$ cat src/rtl/vec_mac_ctrl.sv
// vec_mac_ctrl: sequencer feeding one signed 8x8 MAC from a pair of
// synchronous-read operand buffers, then latching the dot product.
// Optional build macro VEC_MAC_TIMEOUT_EN adds a watchdog on the MAC's
// result valid (err_o); without it err_o is a constant 0.
module vec_mac_ctrl #(
  parameter int VEC_LEN = 8,
  parameter int ADDR_W  = 3,
  parameter int DATA_W  = 8,
  parameter int ACC_W   = 32,
  parameter int TIMEOUT = 16
) (
  input  logic                     clk_i,
  input  logic                     rst_i,
  input  logic                     start_i,
  input  logic [ADDR_W:0]          len_i,
  output logic                     busy_o,
  output logic                     done_o,
  output logic signed [ACC_W-1:0]  result_o,
  output logic                     rd_en_o,
  output logic [ADDR_W-1:0]        rd_addr_o,
  input  logic signed [DATA_W-1:0] rd_input_i,
  input  logic signed [DATA_W-1:0] rd_weight_i,
  output logic                     dsp_enable_o,
  output logic                     dsp_valid_o,
  output logic signed [DATA_W-1:0] dsp_input_o,
  output logic signed [DATA_W-1:0] dsp_weight_o,
  input  logic                     mac_valid_i,
  input  logic signed [ACC_W-1:0]  mac_result_i,
  output logic                     err_o
);

  typedef enum logic [2:0] {
    S_IDLE,
    S_FETCH,
    S_DRAIN,
    S_WAIT,
    S_DONE
  } state_t;

  localparam logic [ADDR_W:0] MAX_LEN = (ADDR_W+1)'(VEC_LEN);

  state_t              state_q;
  state_t              state_nxt;
  logic                accept;
  logic                last_hit;
  logic                tmo_hit;
  logic [ADDR_W-1:0]   last_addr_q;
  logic                rd_vld_p0;
  logic                rd_last_p0;

  // Saturate the requested length to the buffer depth and return the last
  // address to read; only meaningful for a non-zero length.
  function automatic logic [ADDR_W-1:0] sat_last_addr(input logic [ADDR_W:0] len);
    if (len >= MAX_LEN) begin
      return ADDR_W'(VEC_LEN - 1);
    end
    return ADDR_W'(len - (ADDR_W+1)'(1));
  endfunction

  assign last_hit = (rd_addr_o == last_addr_q);

  // State register.
  always_ff @(posedge clk_i) begin
    if (rst_i) begin
      state_q <= S_IDLE;
    end else begin
      state_q <= state_nxt;
    end
  end

  // Next-state logic; start_i is only looked at while idle.
  always_comb begin
    state_nxt = state_q;
    accept    = 1'b0;
    unique case (state_q)
      S_IDLE: begin
        if (start_i) begin
          accept    = 1'b1;
          state_nxt = (len_i == '0) ? S_DONE : S_FETCH;
        end
      end
      S_FETCH: begin
        if (last_hit) begin
          state_nxt = S_DRAIN;
        end
      end
      S_DRAIN: state_nxt = S_WAIT;
      S_WAIT: begin
        if (mac_valid_i || tmo_hit) begin
          state_nxt = S_DONE;
        end
      end
      S_DONE:  state_nxt = S_IDLE;
      default: state_nxt = S_IDLE;
    endcase
  end

  // Registered control outputs: read sequencing, busy/done and the result.
  // The result changes on the MAC-valid edge; done_o follows one cycle later.
  always_ff @(posedge clk_i) begin
    if (rst_i) begin
      busy_o      <= 1'b0;
      done_o      <= 1'b0;
      rd_en_o     <= 1'b0;
      rd_addr_o   <= '0;
      last_addr_q <= '0;
      result_o    <= '0;
    end else begin
      busy_o    <= (state_nxt != S_IDLE) || (state_q == S_DONE);
      done_o    <= (state_q == S_DONE);
      rd_en_o   <= (state_nxt == S_FETCH);
      rd_addr_o <= ((state_q == S_FETCH) && (state_nxt == S_FETCH)) ?
                   rd_addr_o + ADDR_W'(1) : '0;
      if (accept) begin
        last_addr_q <= sat_last_addr(len_i);
      end
      if (accept && (len_i == '0)) begin
        result_o <= '0;
      end else if ((state_q == S_WAIT) && mac_valid_i) begin
        result_o <= mac_result_i;
      end else if (tmo_hit) begin
        result_o <= '0;
      end
    end
  end

  // Operand pipeline: buffer data arrives one cycle after the read and is
  // registered onto the MAC port; outside valid cycles the port reads zero.
  always_ff @(posedge clk_i) begin
    if (rst_i) begin
      rd_vld_p0    <= 1'b0;
      rd_last_p0   <= 1'b0;
      dsp_enable_o <= 1'b0;
      dsp_valid_o  <= 1'b0;
      dsp_input_o  <= '0;
      dsp_weight_o <= '0;
    end else begin
      // p0: buffer data valid on rd_input_i/rd_weight_i
      rd_vld_p0    <= rd_en_o;
      rd_last_p0   <= rd_en_o && last_hit;
      // p1: element presented to the MAC
      dsp_enable_o <= rd_vld_p0;
      dsp_valid_o  <= rd_last_p0;
      dsp_input_o  <= rd_vld_p0 ? rd_input_i  : '0;
      dsp_weight_o <= rd_vld_p0 ? rd_weight_i : '0;
    end
  end

`ifdef VEC_MAC_TIMEOUT_EN
  // Counter runs only in WAIT; it stops at TIMEOUT-1 on expiry so the DONE
  // cycle can tell a timeout from a normal completion. Needs TIMEOUT >= 2.
  localparam int CNT_W = (TIMEOUT > 2) ? $clog2(TIMEOUT) : 1;
  localparam logic [CNT_W-1:0] TMO_LAST = CNT_W'(TIMEOUT - 2);
  localparam logic [CNT_W-1:0] TMO_FLAG = CNT_W'(TIMEOUT - 1);

  logic [CNT_W-1:0] tmo_cnt_q;

  assign tmo_hit = (state_q == S_WAIT) && !mac_valid_i && (tmo_cnt_q == TMO_LAST);

  // Watchdog counter and sticky error flag, cleared by the next accepted start.
  always_ff @(posedge clk_i) begin
    if (rst_i) begin
      tmo_cnt_q <= '0;
      err_o     <= 1'b0;
    end else begin
      if (accept) begin
        tmo_cnt_q <= '0;
      end else if ((state_q == S_WAIT) && !mac_valid_i) begin
        tmo_cnt_q <= tmo_cnt_q + CNT_W'(1);
      end
      if (accept) begin
        err_o <= 1'b0;
      end else if ((state_q == S_DONE) && (tmo_cnt_q == TMO_FLAG)) begin
        err_o <= 1'b1;
      end
    end
  end
`else
  assign tmo_hit = 1'b0;
  // Without the watchdog TIMEOUT has no effect; this compare is always false.
  assign err_o   = (TIMEOUT < 0);
`endif

endmodule

$ cat config.mk
export PLATFORM = sky130hd
export DESIGN_NAME = vec_mac_ctrl
export DESIGN_NICKNAME = d
export VERILOG_FILES = /design/src/rtl/vec_mac_ctrl.sv
export SDC_FILE = /design/constraint.sdc
export NUM_CORES = 1
export LEC_CHECK = 0
export ABC_AREA = 0
export ABC_CLOCK_PERIOD_IN_PS = 2400
export BUFFER_PORTS_ARGS = -buffer_cell sky130_fd_sc_hd__buf_2
export CORE_ASPECT_RATIO = 1.1
export CORE_UTILIZATION = 48
export DETAILED_ROUTE_END_ITERATION = 8
export PLACE_DENSITY = 0.8
export SLEW_MARGIN = 20
export SYNTH_ARGS = -nofsm -noshare
export SYNTH_HDL_FRONTEND = slang
export SYNTH_SLANG_ARGS = --single-unit
$ cat constraint.sdc
create_clock -name clk_i -period 2.4 [get_ports clk_i]
set_input_delay 0.48 -clock clk_i [delete_from_list [all_inputs] [get_ports clk_i]]
set_output_delay 0.48 -clock clk_i [all_outputs]
set_load 0.02 [all_outputs]
# Word level (Yosys, flattened, before mapping)
# Index checks and enable logic that the tools add are counted.
# Widths: inputs -> output; s select.
[op_classes]
eq_ne = 6
n_lt_le_gt_ge = 1
addsub = 2
n_reduce_logical = 11
mux = 12
bitwise = 2
[op_table]
columns = ["operator", "count"]
rows = [
  ["$mux 3", 6],
  ["$pmux 3 s4", 1],
  ["$eq 3x1->1 const B", 2],
  ["$eq 3x2->1 const B", 2],
  ["$reduce_or 2->1", 3],
  ["$mux 1", 5],
  ["$ge 4x4->1 const B", 1],
  ["$logic_and 1x1->1", 4],
  ["$logic_not 4->1", 1],
  ["$add 3x1->3 const B", 1],
  ["$eq 3x3->1", 1],
  ["$eq 3x3->1 const B", 1],
  ["$logic_not 3->1", 1],
  ["$reduce_bool 3->1", 1],
  ["$sub 3x1->3 const B", 1],
  ["$not 1->1", 2],
  ["$logic_or 1x1->1", 1],
]
[word_totals]
reg_bits = 64
input_bits = 56
word_cells = 47

# Logic depth before layout (Yosys ltp)
[depth]
depth_word = 8
depth_mapped = 7
ltp_nobuf = 6

# Least setup slack after synthesis
# Ideal clock, no wire load.
[synth_timing]
path_kind = "input -> register"
startpoint = "input len_i[0]"
endpoint = "register result_o[0]"
cell_stages = 7
slack_ps = 768
setup_ps = 132
arrival_time_ps = 1500
n_path_buf = 1
required_ps = 2268
path_cell_list = "inv_1 -> ha_1 -> nand4bb_1 -> nand3b_1 -> nand2b_1 -> buf_1 -> a21oi_1"
[synth_via]
elab_chain_cells = 3
[synth_rtl]
columns = ["element", "line", "source"]
rows = [
  ["from (decl)", "15", "input logic [ADDR_W:0] len_i,"],
  ["$logic_not 4->1", "117", "if (accept && (len_i == '0)) begin"],
  ["$logic_and 1x1->1", "117", ""],
  ["$reduce_or 2->1 (no source line)", "--", ""],
  ["to (signal assigned)", "120", "result_o <= mac_result_i;"],
  ["to (decl)", "18", "output logic signed [ACC_W-1:0] result_o,"],
]
# Every way passes these cells.
# A chain may end at the register's enable or synchronous reset.

# Final worst setup path
[layout_timing]
startpoint = "register state_q[0]"
endpoint = "register result_o[25]"
[layout_via]
elab_chain_cells = 4
word_cells_on_any_way = 6
classes_between = "eq/ne (1); mux (1); reduce/logical (4)"
[layout_rtl]
columns = ["element", "line", "source"]
rows = [
  ["from (decl)", "42", "state_t state_q;"],
  ["from (signal assigned)", "67", "state_q <= state_nxt;"],
  ["$logic_not 3->1", "75", "unique case (state_q)"],
  ["$mux 1", "75", ""],
  ["$logic_and 1x1->1", "117", ""],
  ["$reduce_or 2->1 (no source line)", "--", ""],
]
# Parallel ways exist; a longest one is shown, timed or not.

==> metrics.yaml <==
routing:
  drtPass1Iterations: 4
  vias: 1985
  vias_per_cell: 4.81
  final_antenna_net_count: 0
  wl_per_cell_um: 11.8
  wl_mm: 4.89
  drt_first_iter_violations: 126
  drt_drc_violations_left: 0
critical_path:
  cp_max_fo: 32
  worst_setup_path_end_kind: "flip-flop"
  start_kind: "flip-flop"
  path_class: "reg -> reg"
  critPathRequiredTime_ns: 2.65
  cp.arrival_ns: 1.86
global_route:
  use_met3: 0.0637
  busiest_layer: "met2"
  grt_use_met2: 0.327
  antenna_found_initial: 0
  grt_use_total: 0.200
  grt_pass1_wl_mm: 7.15
  grt_pass1_vias: 1707
  grt_max_degree: 34
  use_met1: 0.219
  overflow: 0
logic_synthesis:
  synth_cell_type_count: 36
  synth.area.top_cells: "dfxtp_1 58%, nand2_1 11%, a21oi_1 7.4%, and2_1 4.8%, nor2_1 1.5%"
  seq_area_frac_synth: 0.577
  syn-cell-area_um2: 2220
  yosysTopAreaCell: "dfxtp_1"
  syn_inst: 245
  syn_area_per_cell_um2: 9.06
  ys_ff_latch: 64
  syn-num-nets: 303
  synth_top_area_frac: 0.577
  yosys_warnings: 0
status:
  status: "completed"
clocking:
  clockBufferDepth: 2
  post_cts_buffers: 0
  cts_tree: "yes"
  cts_root_buf: "clkbuf_8"
  cts_resized: 0
  clk_latency_ns: 0.33
  cts_buffers: 9
  cts.htree.levels: 3
  cts.sinks: 64
  holdBufCountCts: 0
  clk_pin_slew_worst_paths_ns: 0.06
sta:
  fin_crit_sh: 0.669
  setup_viol: 0
  fin_tns_setup_ns: 0
  rsz0062_at_grt: "false"
  worst_pin_slew_ns: 0.748
  max_freq_ghz: 0.623
  slew_violations: 0
  timing.final.crit_period_ns: 1.61
  hold_viol: 0
  fin_skew_ns: 0.00848
  slew_headroom: 0.500
floorplan:
  dieHeight_um: 73.3
  rows: 25
  die_x_um: 66.9
  die_area_um2: 4900
  initial_core_util: 0.507
  coreArea_um2: 4380
  pin_count: 113
finish:
  antenna_cells: 0
  syn2layout_area_growth_pct: 34.1
  nNetsFinal: 413
  final_layout_size_suffix_gt1_frac: 0.362
placement:
  gp_congestion: 0.786
  numPortBuffers: 111
  hpwl_mm: 3.47
power_and_ir_drop:
  power_per_cell_area_nw_per_um2: 816
  total_power_mw: 2.43
  ir_worst_vdd_mv: 0.755
  power.leakage_nw: 1.44
min_path:
  hp-class: "in -> reg"
job:
  max-cap-violations: 0
worst paths after layout:
kind                      start              to  slack [ns]  depth (start not counted)
setup / recovery     state_q[0]    result_o[25]        0.79                          5
hold / removal    rd_input_i[6]  dsp_input_o[6]        0.35                          2
setup reg to reg     state_q[0]    result_o[25]        0.79                          5
hold reg to reg      rd_last_p0     dsp_valid_o        0.45                          1
per-stage QoR:
stage,std cells,util,instance area (um2),setup slack [ns],hold slack (ns)
2_1_floorplan,245,-,2220,0.768,0.414
3_3_place_gp,398,0.637,2790,0.633,0.427
3_5_place_dp,398,0.637,2790,0.552,0.440
4_1_cts,413,0.680,2980,0.793,0.332
5_1_grt,413,0.680,2980,0.689,0.329
6_report,413,0.680,2980,0.794,0.348
flip-flops by register name, summed over array words and instances, names as in the netlist:
signal and cells:
busy_o 1, done_o 1, dsp_enable_o 1, dsp_input_o 8, dsp_valid_o 1, dsp_weight_o 8, last_addr_q 3, rd_addr_o 3
rd_en_o 1, rd_last_p0 1, rd_vld_p0 1, result_o 32, state_q 3
worst max-delay path: stages, from the launching register on:
cell and delay (ns):
dfxtp_1 0.52, nor2b_2 0.28, and3_1 0.17, buf_4 0.30
nand2_1 0.09, a21oi_1 0.16
cells in the mapped netlist, drive strengths merged:
master and n:
nor2 9, a22oi 1, clkbuf 5, nor4 1, nand3b 1, xor2 3, nor3 2, a21o 1
nand2b 1, a32oi 1, nor2b 5, conb 1, a211oi 1, buf 10, o31a 1, o21ai 1
o31ai 1, nand2 65, inv 7, a211o 1, dfxtp 64, nor4b 2, nand3 1, a311oi 3
xnor2 2, ha 2, nand4bb 1, and2 17, a21oi 34, and3 1
where the power goes:
group          total (mW)  internal [mW]  switching [mW]
Clock               0.873          0.501           0.372
Combinational       0.365          0.153           0.212
Sequential           1.19           1.14          0.0562
Total                2.43           1.79           0.640
placed cells by master (no fill, tap or decap), types with 2 or more instances in the layout:
cell type,count
xor2_1,3
xnor2_1,2
and2_1,17
nor2b_1,4
dfxtp_1,64
inv_1,7
a311oi_1,3
nor2_1,9
nor3_1,2
buf_2,111
ha_1,2
clkbuf_8,10
nand2_1,65
clkbuf_1,2
a21oi_1,33
buf_4,3
final cells by class:
type / count / area, um2
fill: 385 / 1400
sequential: 64 / 1280
multi-input combinational: 159 / 837
timing repair buffer: 114 / 578
clock buffer: 12 / 145
tap: 54 / 67.6
clock inverter: 3 / 42.5
inverter: 7 / 26.3
kinds of logic (layout without fill, tap and decap cells):
| family | after synthesis | count (layout) | share of synthesized area |
|---|---|---|---|
| AND/OR/NAND/NOR | 106 | 106 | 0.226 |
| other | 1 | 1 | 0.00169 |
| adder cells (fa/ha/maj) | 2 | 2 | 0.0113 |
| XOR/XNOR | 5 | 5 | 0.0197 |
| flip-flops | 64 | 64 | 0.577 |
| AO/OA/AOI/OAI | 45 | 45 | 0.118 |
| buffers and inverters | 22 | 136 | 0.0462 |
per-layer routing:
metal,wire length [um],vias up,part of all wire
met3,433,12,0.088
met5,0,-,0
met4,154,0,0.031
li1,-,1011,-
met1,2060,868,0.42
met2,2250,94,0.46
Note: power is estimated with default switching activity, not from simulation.
